==> src/rtl/alu_arbiter_if.sv <==
// Requester-side channels of the shared ALU arbiter: valid/ready request and
// response buses, packed per requester.
interface alu_arbiter_if #(
  parameter int NUM_REQ = 2,
  parameter int DATA_W  = 16,
  parameter int OP_W    = 4
);
  logic [NUM_REQ-1:0]        req_valid;
  logic [NUM_REQ-1:0]        req_ready;
  logic [NUM_REQ*OP_W-1:0]   req_op;
  logic [NUM_REQ*DATA_W-1:0] req_a;
  logic [NUM_REQ*DATA_W-1:0] req_b;
  logic [NUM_REQ-1:0]        rsp_valid;
  logic [NUM_REQ-1:0]        rsp_ready;
  logic [DATA_W-1:0]         rsp_data;
  logic                      rsp_ofl;
  logic                      rsp_err;

  modport master (
    output req_valid, req_op, req_a, req_b, rsp_ready,
    input  req_ready, rsp_valid, rsp_data, rsp_ofl, rsp_err
  );

  modport slave (
    input  req_valid, req_op, req_a, req_b, rsp_ready,
    output req_ready, rsp_valid, rsp_data, rsp_ofl, rsp_err
  );
endinterface

==> src/rtl/alu_arbiter.sv <==
// Round-robin arbiter sharing one combinational ALU between NUM_REQ requesters.
// Operands are registered ahead of the ALU and the result is registered after it.
module alu_arbiter #(
  parameter int NUM_REQ = 2,
  parameter int DATA_W  = 16,
  parameter int OP_W    = 4
) (
  input  logic               clk,
  input  logic               reset_n,
  alu_arbiter_if.slave       req_if,
  output logic [OP_W-1:0]    alu_op,
  output logic [DATA_W-1:0]  alu_a,
  output logic [DATA_W-1:0]  alu_b,
  input  logic [DATA_W-1:0]  alu_c,
  input  logic               alu_ofl,
  input  logic               alu_err,
  output logic               busy
);
  localparam int IDX_W = (NUM_REQ > 1) ? $clog2(NUM_REQ) : 1;

  typedef enum logic [1:0] {IDLE, EXEC, RESP} state_t;

  state_t              state, state_nxt;
  logic [IDX_W-1:0]    owner;
  logic [IDX_W-1:0]    rr_ptr;
  logic [IDX_W-1:0]    cand_idx;
  logic [IDX_W-1:0]    grant_idx;
  logic                grant_vld;
  int                  cand;
  logic [NUM_REQ-1:0]  req_ready_c;
  logic [NUM_REQ-1:0]  rsp_valid_c;

  logic [OP_W-1:0]     op_p0;
  logic [DATA_W-1:0]   a_p0;
  logic [DATA_W-1:0]   b_p0;
  logic [DATA_W-1:0]   res_p1;
  logic                ofl_p1;
  logic                err_p1;

  // Search upward from the round-robin pointer, wrapping at NUM_REQ.
  always_comb begin
    state_nxt   = state;
    grant_vld   = 1'b0;
    grant_idx   = '0;
    cand        = 0;
    cand_idx    = '0;
    req_ready_c = '0;
    for (int i = 0; i < NUM_REQ; i++) begin
      cand     = (int'(rr_ptr) + i) % NUM_REQ;
      cand_idx = IDX_W'(cand);
      if (!grant_vld && req_if.req_valid[cand_idx]) begin
        grant_vld = 1'b1;
        grant_idx = cand_idx;
      end
    end
    case (state)
      IDLE: begin
        if (grant_vld) begin
          req_ready_c[grant_idx] = 1'b1;
          state_nxt              = EXEC;
        end
      end
      EXEC:    state_nxt = RESP;
      RESP: begin
        if (req_if.rsp_ready[owner]) state_nxt = IDLE;
      end
      default: state_nxt = IDLE;
    endcase
  end

  always_comb begin
    rsp_valid_c = '0;
    if (state == RESP) rsp_valid_c[owner] = 1'b1;
  end

  always_ff @(posedge clk or negedge reset_n) begin
    if (!reset_n) begin
      state  <= IDLE;
      owner  <= '0;
      rr_ptr <= '0;
      op_p0  <= '0;
      a_p0   <= '0;
      b_p0   <= '0;
      res_p1 <= '0;
      ofl_p1 <= 1'b0;
      err_p1 <= 1'b0;
    end else begin
      state <= state_nxt;
      // Stage 0: operands of the granted requester captured at the handshake.
      if (state == IDLE && grant_vld) begin
        owner <= grant_idx;
        op_p0 <= req_if.req_op[grant_idx*OP_W +: OP_W];
        a_p0  <= req_if.req_a[grant_idx*DATA_W +: DATA_W];
        b_p0  <= req_if.req_b[grant_idx*DATA_W +: DATA_W];
      end
      // Stage 1: ALU result captured and held until the owner consumes it.
      if (state == EXEC) begin
        res_p1 <= alu_c;
        ofl_p1 <= alu_ofl;
        err_p1 <= alu_err;
      end
      if (state == RESP && req_if.rsp_ready[owner]) begin
        rr_ptr <= (owner == IDX_W'(NUM_REQ - 1)) ? '0 : owner + 1'b1;
      end
    end
  end

  assign req_if.req_ready = req_ready_c;
  assign req_if.rsp_valid = rsp_valid_c;
  assign req_if.rsp_data  = res_p1;
  assign req_if.rsp_ofl   = ofl_p1;
  assign req_if.rsp_err   = err_p1;
  assign alu_op           = op_p0;
  assign alu_a            = a_p0;
  assign alu_b            = b_p0;
  assign busy             = (state != IDLE);
endmodule
==> src/flat_wrapper.sv <==
// flat-port wrapper written by rule: the top's interface ports become plain ports
module alu_arbiter_flat 
#(
  parameter int NUM_REQ = 2,
  parameter int DATA_W  = 16,
  parameter int OP_W    = 4
)
  (clk, reset_n, alu_op, alu_a, alu_b, alu_c, alu_ofl, alu_err, busy, req_if_req_valid, req_if_req_op, req_if_req_a, req_if_req_b, req_if_rsp_ready, req_if_req_ready, req_if_rsp_valid, req_if_rsp_data, req_if_rsp_ofl, req_if_rsp_err);
  alu_arbiter_if #(.NUM_REQ(NUM_REQ), .DATA_W(DATA_W), .OP_W(OP_W)) req_if_i ();
  input  logic clk;
  input  logic reset_n;
  output logic [OP_W-1:0] alu_op;
  output logic [DATA_W-1:0] alu_a;
  output logic [DATA_W-1:0] alu_b;
  input  logic [DATA_W-1:0] alu_c;
  input  logic alu_ofl;
  input  logic alu_err;
  output logic busy;
  input wire logic [$bits(req_if_i.req_valid)-1:0] req_if_req_valid;
  input wire logic [$bits(req_if_i.req_op)-1:0] req_if_req_op;
  input wire logic [$bits(req_if_i.req_a)-1:0] req_if_req_a;
  input wire logic [$bits(req_if_i.req_b)-1:0] req_if_req_b;
  input wire logic [$bits(req_if_i.rsp_ready)-1:0] req_if_rsp_ready;
  output wire logic [$bits(req_if_i.req_ready)-1:0] req_if_req_ready;
  output wire logic [$bits(req_if_i.rsp_valid)-1:0] req_if_rsp_valid;
  output wire logic [$bits(req_if_i.rsp_data)-1:0] req_if_rsp_data;
  output wire logic [$bits(req_if_i.rsp_ofl)-1:0] req_if_rsp_ofl;
  output wire logic [$bits(req_if_i.rsp_err)-1:0] req_if_rsp_err;
  assign req_if_i.req_valid = req_if_req_valid;
  assign req_if_i.req_op = req_if_req_op;
  assign req_if_i.req_a = req_if_req_a;
  assign req_if_i.req_b = req_if_req_b;
  assign req_if_i.rsp_ready = req_if_rsp_ready;
  assign req_if_req_ready = req_if_i.req_ready;
  assign req_if_rsp_valid = req_if_i.rsp_valid;
  assign req_if_rsp_data = req_if_i.rsp_data;
  assign req_if_rsp_ofl = req_if_i.rsp_ofl;
  assign req_if_rsp_err = req_if_i.rsp_err;
  alu_arbiter #(.NUM_REQ(NUM_REQ), .DATA_W(DATA_W), .OP_W(OP_W)) u_core (.clk(clk), .reset_n(reset_n), .req_if(req_if_i), .alu_op(alu_op), .alu_a(alu_a), .alu_b(alu_b), .alu_c(alu_c), .alu_ofl(alu_ofl), .alu_err(alu_err), .busy(busy));
endmodule
==> config.mk <==
export PLATFORM = sky130hd
export DESIGN_NAME = alu_arbiter_flat
export DESIGN_NICKNAME = d
export VERILOG_FILES = /design/src/rtl/alu_arbiter_if.sv /design/src/rtl/alu_arbiter.sv /design/src/flat_wrapper.sv
export SDC_FILE = /design/constraint.sdc
export NUM_CORES = 1
export LEC_CHECK = 0
export CAP_MARGIN = 20
export CORE_MARGIN = 5
export CORE_UTILIZATION = 41
export CTS_BUF_LIST = sky130_fd_sc_hd__clkbuf_16
export DETAILED_ROUTE_END_ITERATION = 10
export PLACE_DENSITY = 0.85
export SYNTH_ARGS = -nofsm -noshare
export SYNTH_HDL_FRONTEND = slang
export SYNTH_SLANG_ARGS = --single-unit
==> constraint.sdc <==
create_clock -name clk -period 3.5 [get_ports clk]
set_input_delay 0.7 -clock clk [delete_from_list [all_inputs] [get_ports clk]]
set_output_delay 0.7 -clock clk [all_outputs]
set_load 0.1 [all_outputs]
==> After elaboration in Yosys (flattened, before gate mapping) <==
Index checks and enable logic that the tools add are counted.
{ "op_classes": {"n_mux": 21, "n_shift": 3, "n_addsub": 2, "n_lt_le_gt_ge": 6, "reduce_logical": 9, "eq_ne": 4} }
{ "ops": {"columns": ["operator", "n"], "rows": [
  ["32-bit by 6-bit variable part select with 16-bit output", 2],
  ["1-bit 2-to-1 mux", 13],
  ["2-bit 2-to-1 mux", 5],
  ["1-bit by 2-bit less-than comparator with 1-bit output (second input constant)", 4],
  ["8-bit by 4-bit variable part select with 4-bit output", 1],
  ["2-bit case mux with 3 select lines", 1],
  ["1-bit logical AND", 5],
  ["2-bit by 1-bit != test with 1-bit output (second input constant)", 2],
  ["1-bit adder (second input constant)", 2],
  ["1-bit demux with 1-bit select", 2],
  ["2-bit by 1-bit equality test with 1-bit output (second input constant)", 1],
  ["2-bit equality test (second input constant)", 1],
  ["1-bit greater-or-equal comparator (second input constant)", 2],
  ["2-bit zero test", 1],
  ["2-bit AND reduction", 1],
  ["2-bit nonzero test", 1],
  ["1-bit zero test", 1]
]} }
{ "word_totals": {"wordCells": 54, "register_bits": 58, "inputBits": 96} }

==> Depth between registers and ports, before layout <==
{ "depth": {"depth_word": 12, "mapped_depth": 7, "mapped_depth_nobuf": 4} }

==> Worst setup path before layout <==
OpenSTA, ideal clock, no wires.
{ "synth_timing": {"path_type": "register -> output", "start": "register u_core.state[0]", "end": "output req_if_rsp_valid[0]", "path_slack_ns": 1.005, "required_time_ns": 2.800, "t_arrival_ns": 1.795, "path_buffers": 0, "path_stages_with_launch": 3, "path_cell_list": "dfrtp_1 -> nand2b_1 -> nor2_1"} }
{ "synth_via": {"elab_chain_len": 2} }
{ "synth_rtl": {"columns": ["element", "line", "source"], "rows": [
  ["start, declared", "alu_arbiter.sv:23", "state_t state, state_nxt;"],
  ["start signal, assigned", "alu_arbiter.sv:88", "state <= state_nxt;"],
  ["2-bit equality test", "alu_arbiter.sv:73", "if (state == RESP) rsp_valid_c[owner] = 1'b1;"],
  ["2-bit 2-to-1 mux", "alu_arbiter.sv:73", null],
  ["end, declared", "flat_wrapper.sv:25", "output wire logic [$bits(req_if_i.rsp_valid)-1:0] req_if_rsp_valid;"]
]} }
No other way between the ends.

==> Worst setup path after layout <==
{ "layout_timing": {"start": "input req_if_req_valid[0]", "end": "output req_if_req_ready[0]"} }
{ "layout_via": {"elab_chain_len": 12, "elab_cells_between_ends": 17} }
{ "layout_rtl": {"columns": ["element", "line", "source"], "rows": [
  ["start, declared", "flat_wrapper.sv:19", "input wire logic [$bits(req_if_i.req_valid)-1:0] req_if_req_valid;"],
  ["1-bit 2-to-1 mux (not written as such) (2 in a row)", "alu_arbiter.sv:51", "if (!grant_vld && req_if.req_valid[cand_idx]) begin"],
  ["1-bit 2-to-1 mux", "alu_arbiter.sv:51", null],
  ["1-bit zero test", "alu_arbiter.sv:51", null],
  ["1-bit logical AND", "alu_arbiter.sv:51", null],
  ["1-bit 2-to-1 mux", "alu_arbiter.sv:51", null],
  ["1-bit by 2-bit less-than comparator with 1-bit output (not written as such) / 1-bit greater-or-equal comparator (equally long branches)", "alu_arbiter.sv:59", "req_ready_c[grant_idx] = 1'b1;"],
  ["1-bit logical AND (not written as such)", "alu_arbiter.sv:59", null],
  ["1-bit 2-to-1 mux (not written as such)", "alu_arbiter.sv:59", null],
  ["1-bit demux with 1-bit select", null, null],
  ["2-bit 2-to-1 mux *", "alu_arbiter.sv:58", "if (grant_vld) begin"],
  ["2-bit 2-to-1 mux *", "alu_arbiter.sv:56", "case (state)"],
  ["end, declared", "flat_wrapper.sv:24", "output wire logic [$bits(req_if_i.req_ready)-1:0] req_if_req_ready;"]
]} }
Every way passes the cells marked *; elsewhere a longest branch is shown, timed or not. The select of a mux whose other input is x is not followed.

==> results.md <==
* Synth top area share at 54.4%
* # rows at 29
* Initial antenna violation count at 0
* Hold Buf Count CTS at 0
* Synth area leaders: dfrtp_1 (54%), mux2_2 (7.6%), a31oi_1 (6.6%)
* Sequential fraction of the synthesis area at 54.4%
* Resize count post-CTS at 0
* Cell taking the most area after synthesis: dfrtp_1
* Setup Fix Bufs, Post-CTS at 0
* Die area at 8220 µm²
* CP arrival at about 2300 ps
* Grt ovf at 0
* Yosys reg bits at 58
* HPWL after DPL at between 6 and 7 mm
* Area of the mapped netlist at 2670 µm²
* Area growth from synthesis to layout at 69.9%
* Fin. max-slew vios at 0
* Core region area at 6350 µm²
* CTS tree: built
* Final period util at roughly 86%
* Unique masters post-synth at 23
* Worst Setup End Kind: output port
* Clock Latency Late Sink at 320 ps
* IO Count at 155
* Unrepaired setup endpoints after global routing: no
* Final Cell Area at approximately 4500 µm²
* Minimum clock period at slightly above 3000 ps
* Area after DPL at 4220 µm²
* Htree depth at 3
* R2R cell count at 5
* Critical path class: input port to output port
* Post-synth net total at 347
* Worst-path clk slew at 50 ps
* Endpoints failing setup at 0
* First-pass DRT Iterations at 4
* Fmax achieved at 331 MHz
* Fin util at 71.4%
* Hold Vio Cnt, Final at 0
* Worst rel slew slack at 32.9%
* Num CTS Buffers at 9
* Share of layout cells above drive strength 1 at a little over an eighth
* Largest net degree at the start of global routing at 40
* Critical Path RT at 2800 ps
* Setup Skew at 3.74 ps
* Total track usage at 21.0%
* Tightest Pin Transition at 1000 ps
* Max cap viols at 0
* Multi-input logic area at 1050 µm²
* Critical R2R Capture: u_core.alu_a[7]
* CP Launch Type: input port
* Hold WS at roughly 490 ps
* Hold Crit Class: input port to asynchronous set/reset pin
* DR vias/cell at 5.47
* Die span in y at 90.7 µm
* Antenna Cells at 0
* Routability Congestion at about 0.79
* Cells after synthesis at roughly 250
* Sequential Area at 1450 µm²
* Clock sink count at 58
* Filler Cells Inserted at around 480
* Initial core utilization at 42.0%
* Nets at 495
* Max clock buf depth at 2
* Clock Tree Root: clkbuf_16
* Die X at 90.7 µm
* Syn_area_per_cell at 10.6 µm²
* Via count at roughly 2600
* Setup TNS at 0 ps
* Global-route wire length before repair at roughly 14 mm
* Synthesis Warnings at 0
* R2r startpoint: u_core.state[1]
* CP max FO at 28
* Status: finished clean
* Flop-to-flop setup slack at 1630 ps
* Wire length per cell at 18.0 µm
* Initial detailed-routing violation count at 95
* Buffers on Ports at ~150
* DRC Markers at 0
* Vias in the first global route at approximately 2800
* Drt total wl at 8.66 mm
* Post-route ant nets at 0
[per-layer routing]
metal	up-vias	global-route usage (%)	wire (µm)
met3	18	6.75	794
li1	1233	-	-
met1	1258	24.1	3380
met5	-	0	0
met4	0	8.93	193
met2	122	35.7	4280
[cell families (layout without fill, tap and decap cells)]
family	Yosys count	in the layout	share of synthesized area (%)
AO/OA/AOI/OAI	106	106	24.0
flip-flops	58	58	54.4
buffers and inverters	31	184	6.61
AND/OR/NAND/NOR	38	38	7.41
multiplexers	18	18	7.59
[registers in the layout, summed over array words and instances (netlist names)]
| signal | cells |
|---|---|
| u_core.alu_a | 16 |
| u_core.req_if.rsp_data | 16 |
| u_core.rr_ptr | 1 |
| u_core.state | 2 |
| u_core.owner | 1 |
| u_core.alu_op | 4 |
| u_core.req_if.rsp_ofl | 1 |
| u_core.req_if.rsp_err | 1 |
| u_core.alu_b | 16 |
[synth_stat cells]
master and number:
nand3_1 27, nor2b_1 1, buf_6 6, mux2_2 18, a31oi_1 28, a21boi_0 9, a21oi_1 28, a221o_1 9
nor3_1 1, and3_1 1, inv_2 1, o21ai_0 30, inv_1 4, clkbuf_1 10, a21o_1 1, nand2_2 1
buf_2 9, o211a_1 1, nor2_1 3, buf_4 1, nand2b_1 3, dfrtp_1 58, or2_4 1
[per-stage QoR]
step	cells	setup WS, ps
floorplan	251	1010
finish	481	476
global route	481	374
detailed placement	465	488
CTS	481	460
global placement	465	542
[area by class of cell]
cell class | count | area share (%)
Inverter | 5 | 0.414
Multi-Input combinational cell | 162 | 23.1
Clock buffer | 9 | 4.97
Sequential cell | 58 | 32.0
Timing Repair Buffer | 163 | 35.5
Clock inverter | 7 | 1.88
Tap cell | 77 | 2.12
[cell usage in the layout, fill, tap and decap left out]
master / synthesis / routed
a21o_1: 1 / 1
clkinv_1: 0 / 1
nor2b_2: 0 / 1
a21boi_0: 9 / 9
nor2_1: 3 / 2
inv_2: 1 / 1
buf_2: 9 / 1
buf_12: 0 / 2
nand3_1: 27 / 27
dfrtp_1: 58 / 58
and3_1: 1 / 1
inv_1: 4 / 5
nand2_2: 1 / 1
a221o_1: 9 / 9
nor2_2: 0 / 1
buf_4: 1 / 14
bufinv_16: 0 / 2
o21ai_0: 30 / 30
mux2_2: 18 / 18
nor3_1: 1 / 1
clkinvlp_4: 0 / 1
a31oi_1: 28 / 28
clkbuf_16: 0 / 9
or2_4: 1 / 1
a21oi_1: 28 / 28
clkinv_2: 0 / 2
clkdlybuf4s50_1: 0 / 146
o211a_1: 1 / 1
nand2b_1: 3 / 3
[critical path: stages]
cell             delay (ps)
clkdlybuf4s50_1         520
nor2b_2                 180
buf_4                   280
o211a_1                 410
buf_12                  230
[worst max-delay path by stage]
stage | startpoint | endpoint | slack [ps] | depth (start not counted)
after floorplan | u_core.state[0] | req_if_rsp_valid[0] | 1010 | 2
after global placement | req_if_req_valid[0] | req_if_req_ready[0] | 540 | 5
after detailed placement | req_if_req_valid[0] | req_if_req_ready[0] | 490 | 5
after CTS | req_if_req_valid[0] | req_if_req_ready[0] | 460 | 5
after global routing | req_if_req_valid[0] | req_if_req_ready[0] | 370 | 5
final | req_if_req_valid[0] | req_if_req_ready[0] | 480 | 5
Power is not shown: default switching activity piles up to over one toggle a cycle in this logic, so the estimate is an artifact.
